$ cat src/rtl/bcd_serial_digit_sequencer.sv
// bcd_serial_digit_sequencer
//
// Adds two packed multi-digit BCD operands with one shared single-digit
// BCD adder slice, one digit per clock, least significant digit first.
// The operands and the incoming carry are captured when a request is
// accepted, so the inputs may change while the addition runs.
//
// Ports:
//   clk       system clock, rising edge
//   rst       synchronous active-high reset, clears all state
//   start     begin an addition (sampled only while idle)
//   a, b      packed BCD operands, digit 0 in bits [3:0]
//   carry_in  carry into digit 0
//   busy      high while digits are being processed
//   done      one-cycle pulse; results valid from this cycle on
//   sum       packed BCD result (partially updated while busy)
//   carry_out decimal carry out of the most significant digit
//   error     set when any operand digit is above 9; held until next start
module bcd_serial_digit_sequencer #(
    parameter int DIGITS = 4
) (
    input  logic                  clk,
    input  logic                  rst,
    input  logic                  start,
    input  logic [4*DIGITS-1:0]   a,
    input  logic [4*DIGITS-1:0]   b,
    input  logic                  carry_in,
    output logic                  busy,
    output logic                  done,
    output logic [4*DIGITS-1:0]   sum,
    output logic                  carry_out,
    output logic                  error
);

    localparam int IDX_W = (DIGITS > 1) ? $clog2(DIGITS) : 1;

    typedef enum logic [1:0] {
        IDLE = 2'd0,
        ADD  = 2'd1,
        DONE = 2'd2
    } state_t;

    // One BCD digit: returns {carry, digit}. A raw sum above 9 gets the
    // decimal correction of +6; this also applies to invalid digits so the
    // result stays deterministic when error is flagged.
    function automatic logic [4:0] bcd_digit_add(input logic [3:0] x,
                                                  input logic [3:0] y,
                                                  input logic       cin);
        logic [4:0] s;
        s = 5'(x) + 5'(y) + 5'(cin);
        if (s > 5'd9)
            bcd_digit_add = {1'b1, s[3:0] + 4'd6};
        else
            bcd_digit_add = {1'b0, s[3:0]};
    endfunction

    state_t                state;
    logic [IDX_W-1:0]      idx;
    logic                  carry;
    logic [4*DIGITS-1:0]   a_q;
    logic [4*DIGITS-1:0]   b_q;

    logic [3:0]            a_dig;
    logic [3:0]            b_dig;
    logic [4:0]            slice;
    logic                  bad_dig;
    logic                  last_dig;

    // Shared digit slice, fed from the latched operands at the current index.
    assign a_dig    = a_q[{idx, 2'b00} +: 4];
    assign b_dig    = b_q[{idx, 2'b00} +: 4];
    assign slice    = bcd_digit_add(a_dig, b_dig, carry);
    assign bad_dig  = (a_dig > 4'd9) || (b_dig > 4'd9);
    assign last_dig = (idx == IDX_W'(DIGITS - 1));

    always_ff @(posedge clk) begin
        if (rst) begin
            state     <= IDLE;
            busy      <= 1'b0;
            done      <= 1'b0;
            sum       <= '0;
            carry_out <= 1'b0;
            error     <= 1'b0;
            idx       <= '0;
            carry     <= 1'b0;
            a_q       <= '0;
            b_q       <= '0;
        end else begin
            case (state)
                IDLE: begin
                    if (start) begin
                        a_q       <= a;
                        b_q       <= b;
                        carry     <= carry_in;
                        sum       <= '0;
                        carry_out <= 1'b0;
                        error     <= 1'b0;
                        idx       <= '0;
                        busy      <= 1'b1;
                        state     <= ADD;
                    end
                end
                ADD: begin
                    sum[{idx, 2'b00} +: 4] <= slice[3:0];
                    carry                  <= slice[4];
                    if (bad_dig)
                        error <= 1'b1;
                    if (last_dig) begin
                        carry_out <= slice[4];
                        busy      <= 1'b0;
                        done      <= 1'b1;
                        idx       <= '0;
                        state     <= DONE;
                    end else begin
                        idx <= idx + 1'b1;
                    end
                end
                DONE: begin
                    // Start is ignored here; the next request is taken in IDLE.
                    done  <= 1'b0;
                    state <= IDLE;
                end
                default: begin
                    state <= IDLE;
                end
            endcase
        end
    end

endmodule

$ cat config.mk
export PLATFORM = sky130hd
export DESIGN_NAME = bcd_serial_digit_sequencer
export DESIGN_NICKNAME = d
export VERILOG_FILES = /design/src/rtl/bcd_serial_digit_sequencer.sv
export SDC_FILE = /design/constraint.sdc
export NUM_CORES = 1
export LEC_CHECK = 0
export CORE_MARGIN = 2
export CORE_UTILIZATION = 55
export CTS_BUF_LIST = sky130_fd_sc_hd__clkbuf_16
export DETAILED_ROUTE_END_ITERATION = 12
export GPL_ROUTABILITY_DRIVEN = 0
export PLACE_DENSITY_LB_ADDON = 0.1
export SLEW_MARGIN = 20
export SYNTH_ARGS = -nofsm -noshare
export SYNTH_HDL_FRONTEND = slang
export SYNTH_SLANG_ARGS = --single-unit
$ cat constraint.sdc
create_clock -name clk -period 11.65 [get_ports clk]
set_clock_uncertainty 0.1 [all_clocks]
set_input_delay 1.165 -clock clk [delete_from_list [all_inputs] [get_ports clk]]
set_output_delay 1.165 -clock clk [all_outputs]
set_load 0.005 [all_outputs]
======== Word level (Yosys, flattened, before mapping) ========
Index checks and enable logic that the tools add are counted.
cells by class
  $lt $le $gt $ge ......................... 3
  $add $sub $neg .......................... 5
  bitwise gates (word level) .............. 0
  equal/unequal tests ..................... 6
  $mul .................................... 0
  multiplexer cells ....................... 22
  shift-type cells ........................ 4
  reductions and logical operators ........ 10
  divide/modulo/power cells ............... 0
operator list
  kind                                                   number
  case mux 16 bit (2 select lines)                       1
  variable part select 16 x 5 -> 4 bit                   2
  bitwise mux 16 bit                                     1
  two-way mux 16 bit                                     1
  variable shift 4 x 6 -> 16 bit (first input constant)  1
  variable part select 4 x 6 -> 16 bit                   1
  case mux 1 bit (2 select lines)                        5
  > comparator 4 bit (second input constant)             2
  two-way mux 2 bit                                      4
  case mux 2 bit (2 select lines)                        2
  AND reduction 2 bit                                    4
  two-way mux 1 bit                                      7
  inequality test 2 bit (second input constant)          3
  negation 4 -> 6 bit                                    1
  AND reduction 3 bit                                    2
  adder 4 x 4 -> 5 bit                                   1
  adder 5 x 1 -> 5 bit                                   1
  > comparator 5 x 4 -> 1 bit (second input constant)    1
  two-way mux 5 bit                                      1
  adder 4 x 3 -> 4 bit (second input constant)           1
  == test 2 bit (second input constant)                  2
  nonzero test 2 bit                                     2
  adder 2 x 1 -> 2 bit (second input constant)           1
  == test 2 x 1 -> 1 bit (second input constant)         1
  other kinds (2)                                        2
word-level totals
  bits in writable memories ............... 0
  memories kept ........................... 0
  bits of input ports ..................... 36
  register bits after elaboration ......... 57
  ROM bits ................................ 0
  latch bits .............................. 0
  output and inout port bits .............. 20

======== Depth between registers and ports, before layout ========
Gate-level depths: netlist of the first run.
  depth after elaboration ................. 8
  depth in mapped cells ................... 12
  mapped depth without buffers ............ 10

======== Worst setup path after synthesis of the first run ========
Ideal clock, no wire load.
  path type ............................... flip-flop to flip-flop
  start ................................... register idx[0]
  end ..................................... register sum[10]
  slack ................................... 7.737 ns
  arrival ................................. 3.729 ns
  buffers on the path ..................... 2
  clock period less this slack ............ 3.913 ns
  cell stages (with the launch flop) ...... 13
  setup time .............................. 0.084 ns
  cell sequence ........................... dfxtp_1 > buf_2 > buf_2 > mux4_2 > fa_1 > fa_1 > xnor2_1 > ha_1 > nor2b_1 > a31oi_4 > a31oi_4 > mux2_4 > o31ai_2
between the ends
  longest elaborated chain between the ends .. 8
  elaborated cells on any way between the ends .. 12
  classes of those cells .................. add/sub: 4; order compare: 1; shift: 4; mux: 3
ends and longest elaborated chain
  item                                                                        line    text
  from (decl)                                                                 58      logic [IDX_W-1:0] idx;
  from (signal assigned)                                                      115     idx <= idx + 1'b1;
  variable part select 16 x 5 -> 4 bit, on equally long branches              70, 71
  adder 4 x 4 -> 5 bit                                                        50      s = 5'(x) + 5'(y) + 5'(cin);
  adder 5 x 1 -> 5 bit                                                        50
  adder 4 x 3 -> 4 bit / > comparator 5 x 4 -> 1 bit (equally long branches)  52, 51
  two-way mux 5 bit                                                           51      if (s > 5'd9)
  variable part select 4 x 6 -> 16 bit                                        104     sum[{idx, 2'b00} +: 4] <= slice[3:0];
  bitwise mux 16 bit (*)                                                      104
  case mux 16 bit (2 select lines) (*)                                        89      case (state)
  to (signal, indexed assignment)                                             104
  to (decl)                                                                   30      output logic [4*DIGITS-1:0] sum,
Every way passes the cells marked *; elsewhere a longest branch is shown, timed or not.
A chain may end at the register's enable or synchronous reset.

======== Worst setup path in the final report of the first run ========
  start ................................... register idx[0]
  end ..................................... register sum[14]
Same word-level chain as after synthesis.

==> results of run 1 <==
tightest hold or removal path, delay by kind of cell (launching register included):
family / cells / cell delay [ns]
simple gates: 1 / 0.05
flops: 1 / 0.32
compound gates: 1 / 0.05
registers in the layout, indices dropped and copies added, names as in the netlist:
name	flops
carry	1
done	1
state	2
error	1
busy	1
idx	2
b_q	16
sum	16
a_q	16
carry_out	1
power by group through the flow:
stage          Combinational [W]  Sequential [W]  Clock [W]
2_1_floorplan          0.0000604        0.000212          0
3_3_place_gp           0.0000812        0.000215          0
3_5_place_dp           0.0000832        0.000216          0
4_1_cts                0.0000840        0.000212   0.000225
5_1_grt                0.0000919        0.000213   0.000233
6_report               0.0000841        0.000212   0.000224
layout make-up:
type	instances	area share, %
Sequential cell	57	32.9
Clock inverter	7	0.831
Tap cell	54	1.95
Clock buffer	9	6.50
Multi-Input combinational cell	222	41.4
Inverter	4	0.434
Timing Repair Buffer	56	16.0
cells in the final DEF, fill, tap and decap left out, drive strengths merged, types with 2 or more instances in the layout:
master / count
dfxtp: 57
nand2: 79
nor2: 15
nand2b: 4
clkdlybuf4s50: 54
a22oi: 4
a21o: 3
or3: 5
buf: 2
nor2b: 2
nand4: 3
clkbuf: 9
o31ai: 8
nand3: 7
nor3b: 2
a211oi: 3
a21oi: 44
a31oi: 8
inv: 5
ha: 8
o21ai: 3
clkinv: 6
and3: 4
mux4: 8
fa: 2
logic make-up (layout without fill, tap and decap cells):
group                      Yosys count  count (layout)  share of synthesized area (%)
and+or+nand+nor                    126             126                           21.5
xor gates and xnor gates             1               1                          0.328
buffers and inverters               24              76                           3.61
AOI/OAI and AO/OA                   76              76                           19.2
adders and majority gates           10              10                           5.25
DFF                                 57              57                           42.8
muxes                                9               9                           7.32
stage by stage:
stage	std cells	util [%]	power [W]	setup slack [ns]	cell area [µm²]
2_1_floorplan	303	-	0.000272	7.74	2670
3_3_place_gp	393	68.4	0.000297	7.48	3210
3_5_place_dp	393	68.4	0.000299	7.32	3210
4_1_cts	409	73.8	0.000521	7.30	3460
5_1_grt	409	73.8	0.000537	7.05	3460
6_report	409	73.8	0.000520	7.32	3460
per-layer routing:
layer | vias up | routed length, µm | part of all wire (%) | track usage, %
met5 | - | 0 | 0 | 0
met4 | 0 | 116 | 1.9 | 12.9
met3 | 12 | 300 | 5.0 | 4.94
met2 | 65 | 2870 | 48 | 38.0
met1 | 1088 | 2720 | 45 | 31.4
li1 | 1157 | - | - | -
how the worst max path moves through the flow:
stage / startpoint / endpoint / slack (ns)
after global routing: idx[0] / sum[10] / 7.05
after detailed placement: idx[0] / sum[6] / 7.32
after floorplan: idx[0] / sum[10] / 7.74
final: idx[0] / sum[14] / 7.32
after global placement: idx[0] / sum[6] / 7.48
after CTS: idx[0] / sum[14] / 7.30
==> results.txt, run 1 <==
----------------------------------------------------
[Worst setup path]
  Cells along the critical path ... mux4_2 -> fa_1 -> fa_1 -> xnor2_1 -> ha_1 -> nor2b_1 -> a31oi_4 -> a31oi_4 -> mux2_4 -> o31ai_2
  Register-to-register setup slack ... 7.32 ns
  Slowest stage cell, crit path ... sky130_fd_sc_hd__dfxtp_1
  Worst path depth ... 10
  CP peak stage delay ... between 0.8 and 0.9 ns
  Gate family responsible for the most delay along the worst path ... adder cells
  Sort of element at the end of the critical path ... flop
  R2r worst-path depth ... 10
  Count of buffer and inverter cells on the critical path ... 0
  Type of element launching the critical path ... flop
  Worst flop-to-flop path startpoint ... idx[0]
  Arrival time worst endpoint ... 4.47 ns
  Top fanout value on the critical path ... 17
  Reg-to-Reg End ... sum[14]
  Crit Path Category ... reg2reg
  Data required, critical path ... 11.79 ns

[Clock tree]
  Post_cts resized ... 0
  Worst-skew pair later-pin latency ... roughly 0.32 ns
  CTS clock-pin slew for the worst setup and hold paths ... 0.05 ns
  Root buffer selected by CTS ... sky130_fd_sc_hd__clkbuf_16
  CTS H-Tree Depth ... 3
  TritonCTS clock tree ... yes
  Number of buffers on the longest clock path ... 2
  Post-CTS setup-driven buffer insertion count ... 0
  CTS sink count ... 57
  CTS hold repair buffers ... 0
  CTS Buf Count ... 9

[Global routing]
  Total overflow reported by the global router ... 0
  Pin count of the biggest net entering global routing ... 62
  Number of global-route vias before repair ... 2,187
  Wire length of the first global-routing pass ... about 9800 µm
  Initial antenna violation count ... 0
  Global routing usage summed across all routing layers ... between 20 and 25%

[Hold path]
  Number of stages on the worst hold path ... 2
  Hold path endpoint ... sum[7]
  Type of the worst min-delay path ... reg2reg
  Startpoint of the lowest-slack hold path ... sum[7]

[STA]
  Unrepaired setup endpoints after global routing ... false
  Actual transition at the worst max-transition pin ... about 1.1 ns
  Final hold slack ... between 0.3 and 0.4 ns
  Timing-limited maximum frequency ... approximately 0.23 GHz
  Min cycle time layout ... around 4.3 ns
  Final hold vios ... 0
  # setup viols final ... 0
  Post-route setup TNS ... 0 ns
  Worst slew margin relative to its limit ... a little over a quarter
  Final-report max-slew violation count ... 0
  Share of the clock period used by the worst path after layout ... a little under two fifths

[Drt]
  Average detailed-routed wire length per instance ... about 15 µm
  Starting DRC count in detailed routing ... 188
  Length of the first detailed-routing pass in iterations ... 4
  Remaining antenna violation count ... 0
  Via density per instance ... between 5 and 6
  Via count of the routed design ... about 2,300
  Wire length after detailed routing ... 6000 µm
  Detailed-route DRC error count ... 0

[Pwr]
  Sequential Power Share ... 40.8%
  Lkg Pwr ... 1.28 nW
  Net load switching power ... around 0.00014 W
  Max rail drop VDD ... between 0.1 and 0.15 mV
  Internal Power ... around 0.00038 W
  Share of total power consumed by net switching ... a little over a quarter
  Portion of total power attributed to combinational logic ... around 16%
  Pwr Density ... about 150 mW/mm²
  Clk pwr share ... between 40 and 50%

[Yosys]
  Gate count after technology mapping ... 303
  Warnings, synthesis ... 0
  Sequential fraction of the synthesis area ... between 40% and 50%
  Count of state elements after synthesis ... 57
  Primary FF master, synth ... sky130_fd_sc_hd__dfxtp_1
  Most frequently used cell type in the post-synthesis netlist ... sky130_fd_sc_hd__nand2_1
  Cells taking the most area after synthesis ... sky130_fd_sc_hd__dfxtp_1, sky130_fd_sc_hd__nand2_1, sky130_fd_sc_hd__a21oi_1, sky130_fd_sc_hd__mux4_2, sky130_fd_sc_hd__ha_1
  Number of synthesized flops with an enable pin ... 0
  Largest area contributor in the netlist ... sky130_fd_sc_hd__dfxtp_1
  Unique cell type count in the Yosys netlist ... 43
  Post-Synthesis Net Count ... 349
  Commonest cells in the synthesized netlist ... sky130_fd_sc_hd__nand2_1, sky130_fd_sc_hd__dfxtp_1, sky130_fd_sc_hd__a21oi_1
  Post-synthesis instance area ... 0.00267 mm²
  Area share of the largest cell type after synthesis ... about 43%
  Average footprint of a synthesized cell ... 8.80 µm²
  Asr flop ratio synth ... 0%

[Floorplanning]
  Die Y-Extent ... 73.6 µm
  I/O pin total ... between 50 and 60
  Area of the die ... around 0.0054 mm²
  Starting density of the core ... roughly 57%
  Die X ... roughly 74 µm
  Core Footprint ... 0.00469 mm²
  Placement Rows ... 25

[Job]
  Max-capacitance violation count ... 0

[Finish]
  Area taken by multi-input logic gates ... roughly 0.0014 mm²
  Final net count ... slightly below 400
  Count of filler cells inserted in the layout ... 378
  N_diodes ... 0
  Fraction of layout cells with a size suffix above 1 ... between 10% and 20%
  Synthesis-to-finish area growth ... 29.8%
  Register cell area after layout ... ~0.0011 mm²

[Outcome]
  Result of the run ... completed

[Placed design]
  Port Buffers ... 55
  Final HPWL DP ... 4130 µm

----------------------------------------------------
Note: power is estimated with default switching activity, not from simulation.
==> inputs of run 2 (changes only) <==
--- a/config.mk
+++ b/config.mk
@@ -6,7 +6,7 @@
 export NUM_CORES = 1
 export LEC_CHECK = 0
 export CORE_MARGIN = 2
-export CORE_UTILIZATION = 55
+export CORE_UTILIZATION = 46
 export CTS_BUF_LIST = sky130_fd_sc_hd__clkbuf_16
 export DETAILED_ROUTE_END_ITERATION = 12
 export GPL_ROUTABILITY_DRIVEN = 0
==> constraint.sdc (replaced) <==
create_clock -name clk -period 3.8 [get_ports clk]
set_clock_uncertainty 0.1 [all_clocks]
set_input_delay 0.38 -clock clk [delete_from_list [all_inputs] [get_ports clk]]
set_output_delay 0.38 -clock clk [all_outputs]
set_load 0.005 [all_outputs]
==> run 2 against run 1 <==
Cell area grew 3.3%; cell count up 5.4%; sequential power grew to 3.0 times the previous value; global-route usage fell by 4.3 points; worst hold slack better by 0.0052 ns; clock power rose to 3.6 times the previous value; power rose to 3.3 times the previous value; routed wire length is 3.1% lower; via count fell by 1.6%; largest cell class unchanged; flip-flop and latch count did not move; count of clock-buffer cells in the layout unchanged; setup slack got worse by 7.1 ns.
==> results.txt, run 2 (same netlist as run 1, synthesis figures left out) <==
----------------------------------------------------
[Global routing]
  Pin count of the biggest net entering global routing ... between 60 and 70
  Total overflow reported by the global router ... 0
  Number of global-route vias before repair ... 2,079
  Global routing usage summed across all routing layers ... between 10% and 20%
  Wire length of the first global-routing pass ... 9800 µm
  Initial antenna violation count ... 0

[Finish]
  N_diodes ... 0
  Final net count ... 400
  Most common cell after layout, fill and taps aside ... sky130_fd_sc_hd__nand2_1
  Most frequent cells in the layout ... sky130_fd_sc_hd__nand2_1, sky130_fd_sc_hd__dfxtp_1, sky130_fd_sc_hd__clkdlybuf4s50_1
  Largest registers ... a_q x16, b_q x16, sum x16
  Synthesis-to-finish area growth ... 34.1%
  Register cell area after layout ... between 0.001 and 0.0015 mm²
  Fraction of layout cells with a size suffix above 1 ... between 10% and 20%
  Area taken by multi-input logic gates ... 0.00144 mm²
  Count of filler cells inserted in the layout ... 512

[Pwr]
  Pwr Density ... slightly below 500 mW/mm²
  Total power ... between 0.0015 and 0.002 W
  Internal Power ... roughly 0.0013 W
  Portion of total power attributed to combinational logic ... 15.7%
  Clk pwr share ... between 40% and 50%
  Share of total power consumed by net switching ... 23.9%
  Lkg Pwr ... ~1.3 nW
  Net load switching power ... just over 0.0004 W
  Max rail drop VDD ... 0.297 mV
  Sequential Power Share ... 37.3%

[STA]
  Actual transition at the worst max-transition pin ... around 0.75 ns
  Unrepaired setup endpoints after global routing ... false
  Final hold slack ... between 0.3 and 0.4 ns
  Share of the clock period used by the worst path after layout ... approximately 93%
  Final hold vios ... 0
  Worst slew margin relative to its limit ... 50.0%
  Timing-limited maximum frequency ... 0.282 GHz
  Min cycle time layout ... 3.55 ns
  Post-route setup TNS ... 0 ns
  Final-report max-slew violation count ... 0
  # setup viols final ... 0

[Drt]
  Met3 wire length ... ~290 µm
  Met1 Routed Length ... 2700 µm
  Average detailed-routed wire length per instance ... about 13 µm
  Detailed-route DRC error count ... 0
  Top Metal Used ... met4
  Wire length after detailed routing ... around 5800 µm
  Via count of the routed design ... approximately 2,300
  Via density per instance ... around 5.3
  Length of the first detailed-routing pass in iterations ... 4
  Met2 Wirelength ... 2760 µm
  Remaining antenna violation count ... 0
  Starting DRC count in detailed routing ... 115

[Worst setup path]
  Arrival time worst endpoint ... between 3 and 4 ns
  R2r worst-path depth ... 10
  Type of element launching the critical path ... flop
  Destination of the critical timing path ... sum[14]
  Startpoint of the most critical setup path ... idx[0]
  Register-to-register setup slack ... ~0.25 ns
  Slowest stage cell, crit path ... sky130_fd_sc_hd__mux4_2
  Reg-to-Reg End ... sum[14]
  CP peak stage delay ... approximately 0.55 ns
  Sort of element at the end of the critical path ... flop
  Cells along the critical path ... mux4_2 -> fa_1 -> fa_1 -> inv_1 -> ha_1 -> nor2b_2 -> a31oi_4 -> a31oi_4 -> mux2_4 -> o31ai_2
  Data required, critical path ... a little under 4 ns
  Crit Path Category ... reg2reg
  Worst flop-to-flop path startpoint ... idx[0]
  Top fanout value on the critical path ... 7

[Floorplanning]
  Placement Rows ... 27
  Core Footprint ... approximately 0.0055 mm²
  Die X ... about 80 µm
  Area of the die ... around 0.0064 mm²
  I/O pin total ... between 50 and 60
  Starting density of the core ... about half
  Die Y-Extent ... 80.2 µm

[Clock tree]
  Number of buffers on the longest clock path ... 2
  CTS sink count ... 57
  CTS H-Tree Depth ... 3
  CTS Buf Count ... 9
  Worst-skew pair later-pin latency ... about 0.32 ns
  TritonCTS clock tree ... yes
  Root buffer selected by CTS ... sky130_fd_sc_hd__clkbuf_16
  CTS hold repair buffers ... 0
  CTS clock-pin slew for the worst setup and hold paths ... roughly 0.050 ns

[Hold path]
  Type of the worst min-delay path ... reg2reg

[Placed design]
  Final HPWL DP ... approximately 4200 µm
  Port Buffers ... 55

[Job]
  Max-capacitance violation count ... 0

[Outcome]
  Result of the run ... completed

----------------------------------------------------
-- run 2: changes by cell type in the layout (fill, tap and decap cells not counted), moves of 2 or more --
cell,change
sky130_fd_sc_hd__clkinv_2,-2
sky130_fd_sc_hd__inv_1,+2
sky130_fd_sc_hd__buf_4,+5
sky130_fd_sc_hd__clkinv_1,-2
sky130_fd_sc_hd__bufinv_16,+2
-- run 2: critical path, delay by kind of cell (launching register included) --
family | cells | cell delay (ns)
fa+ha+maj | 3 | 1.13
flops | 1 | 0.44
simple gates | 1 | 0.22
mux | 2 | 0.91
buf+inv | 1 | 0.15
compound gates | 3 | 0.51
-- run 2: worst min path at each step --
stage | from | to | depth (start not counted)
2_1_floorplan | a_q[10] | a_q[10] | 2
3_3_place_gp | sum[3] | sum[3] | 2
3_5_place_dp | sum[15] | sum[15] | 2
4_1_cts | sum[15] | sum[15] | 2
5_1_grt | b_q[9] | b_q[9] | 2
6_report | sum[11] | sum[11] | 2
-- run 2: what timing repair did --
item,CTS,global route
setup endpoints to repair,0,3
resized for setup,0,1
buffers inserted,0,0
-- run 2: per-stage QoR --
stage	instances	area [µm²]	utilization (%)	setup WS, ns
global placement	415	3270	59.0	0.325
global route	431	3580	64.6	0.0507
finish	431	3580	64.6	0.253
floorplan	303	2680	-	0.0370
CTS	431	3570	64.5	0.161
detailed placement	415	3270	59.0	0.171
-- run 2: power groups by stage --
stage,Combinational [W],Sequential [W],Clock (W)
6_report,0.000272,0.000644,0.000812
4_1_cts,0.000272,0.000644,0.000821
5_1_grt,0.000299,0.000647,0.000856
3_5_place_dp,0.000271,0.000656,0
3_3_place_gp,0.000267,0.000655,0
2_1_floorplan,0.000188,0.000650,0
-- run 2: layout make-up --
| class | count | share of cell area [%] |
|---|---|---|
| multi-input cells | 222 | 40.3 |
| flip-flops and latches | 57 | 31.9 |
| repair buffers | 60 | 16.4 |
| clock buffers | 9 | 6.29 |
| well taps | 72 | 2.52 |
| clock inverters | 7 | 2.20 |
| inverters | 4 | 0.420 |
-- run 2: per-layer routing --
layer	vias up	track usage, %
met5	-	0
met2	60	30.8
met4	0	7.63
met1	1048	26.5
li1	1169	-
met3	7	5.39
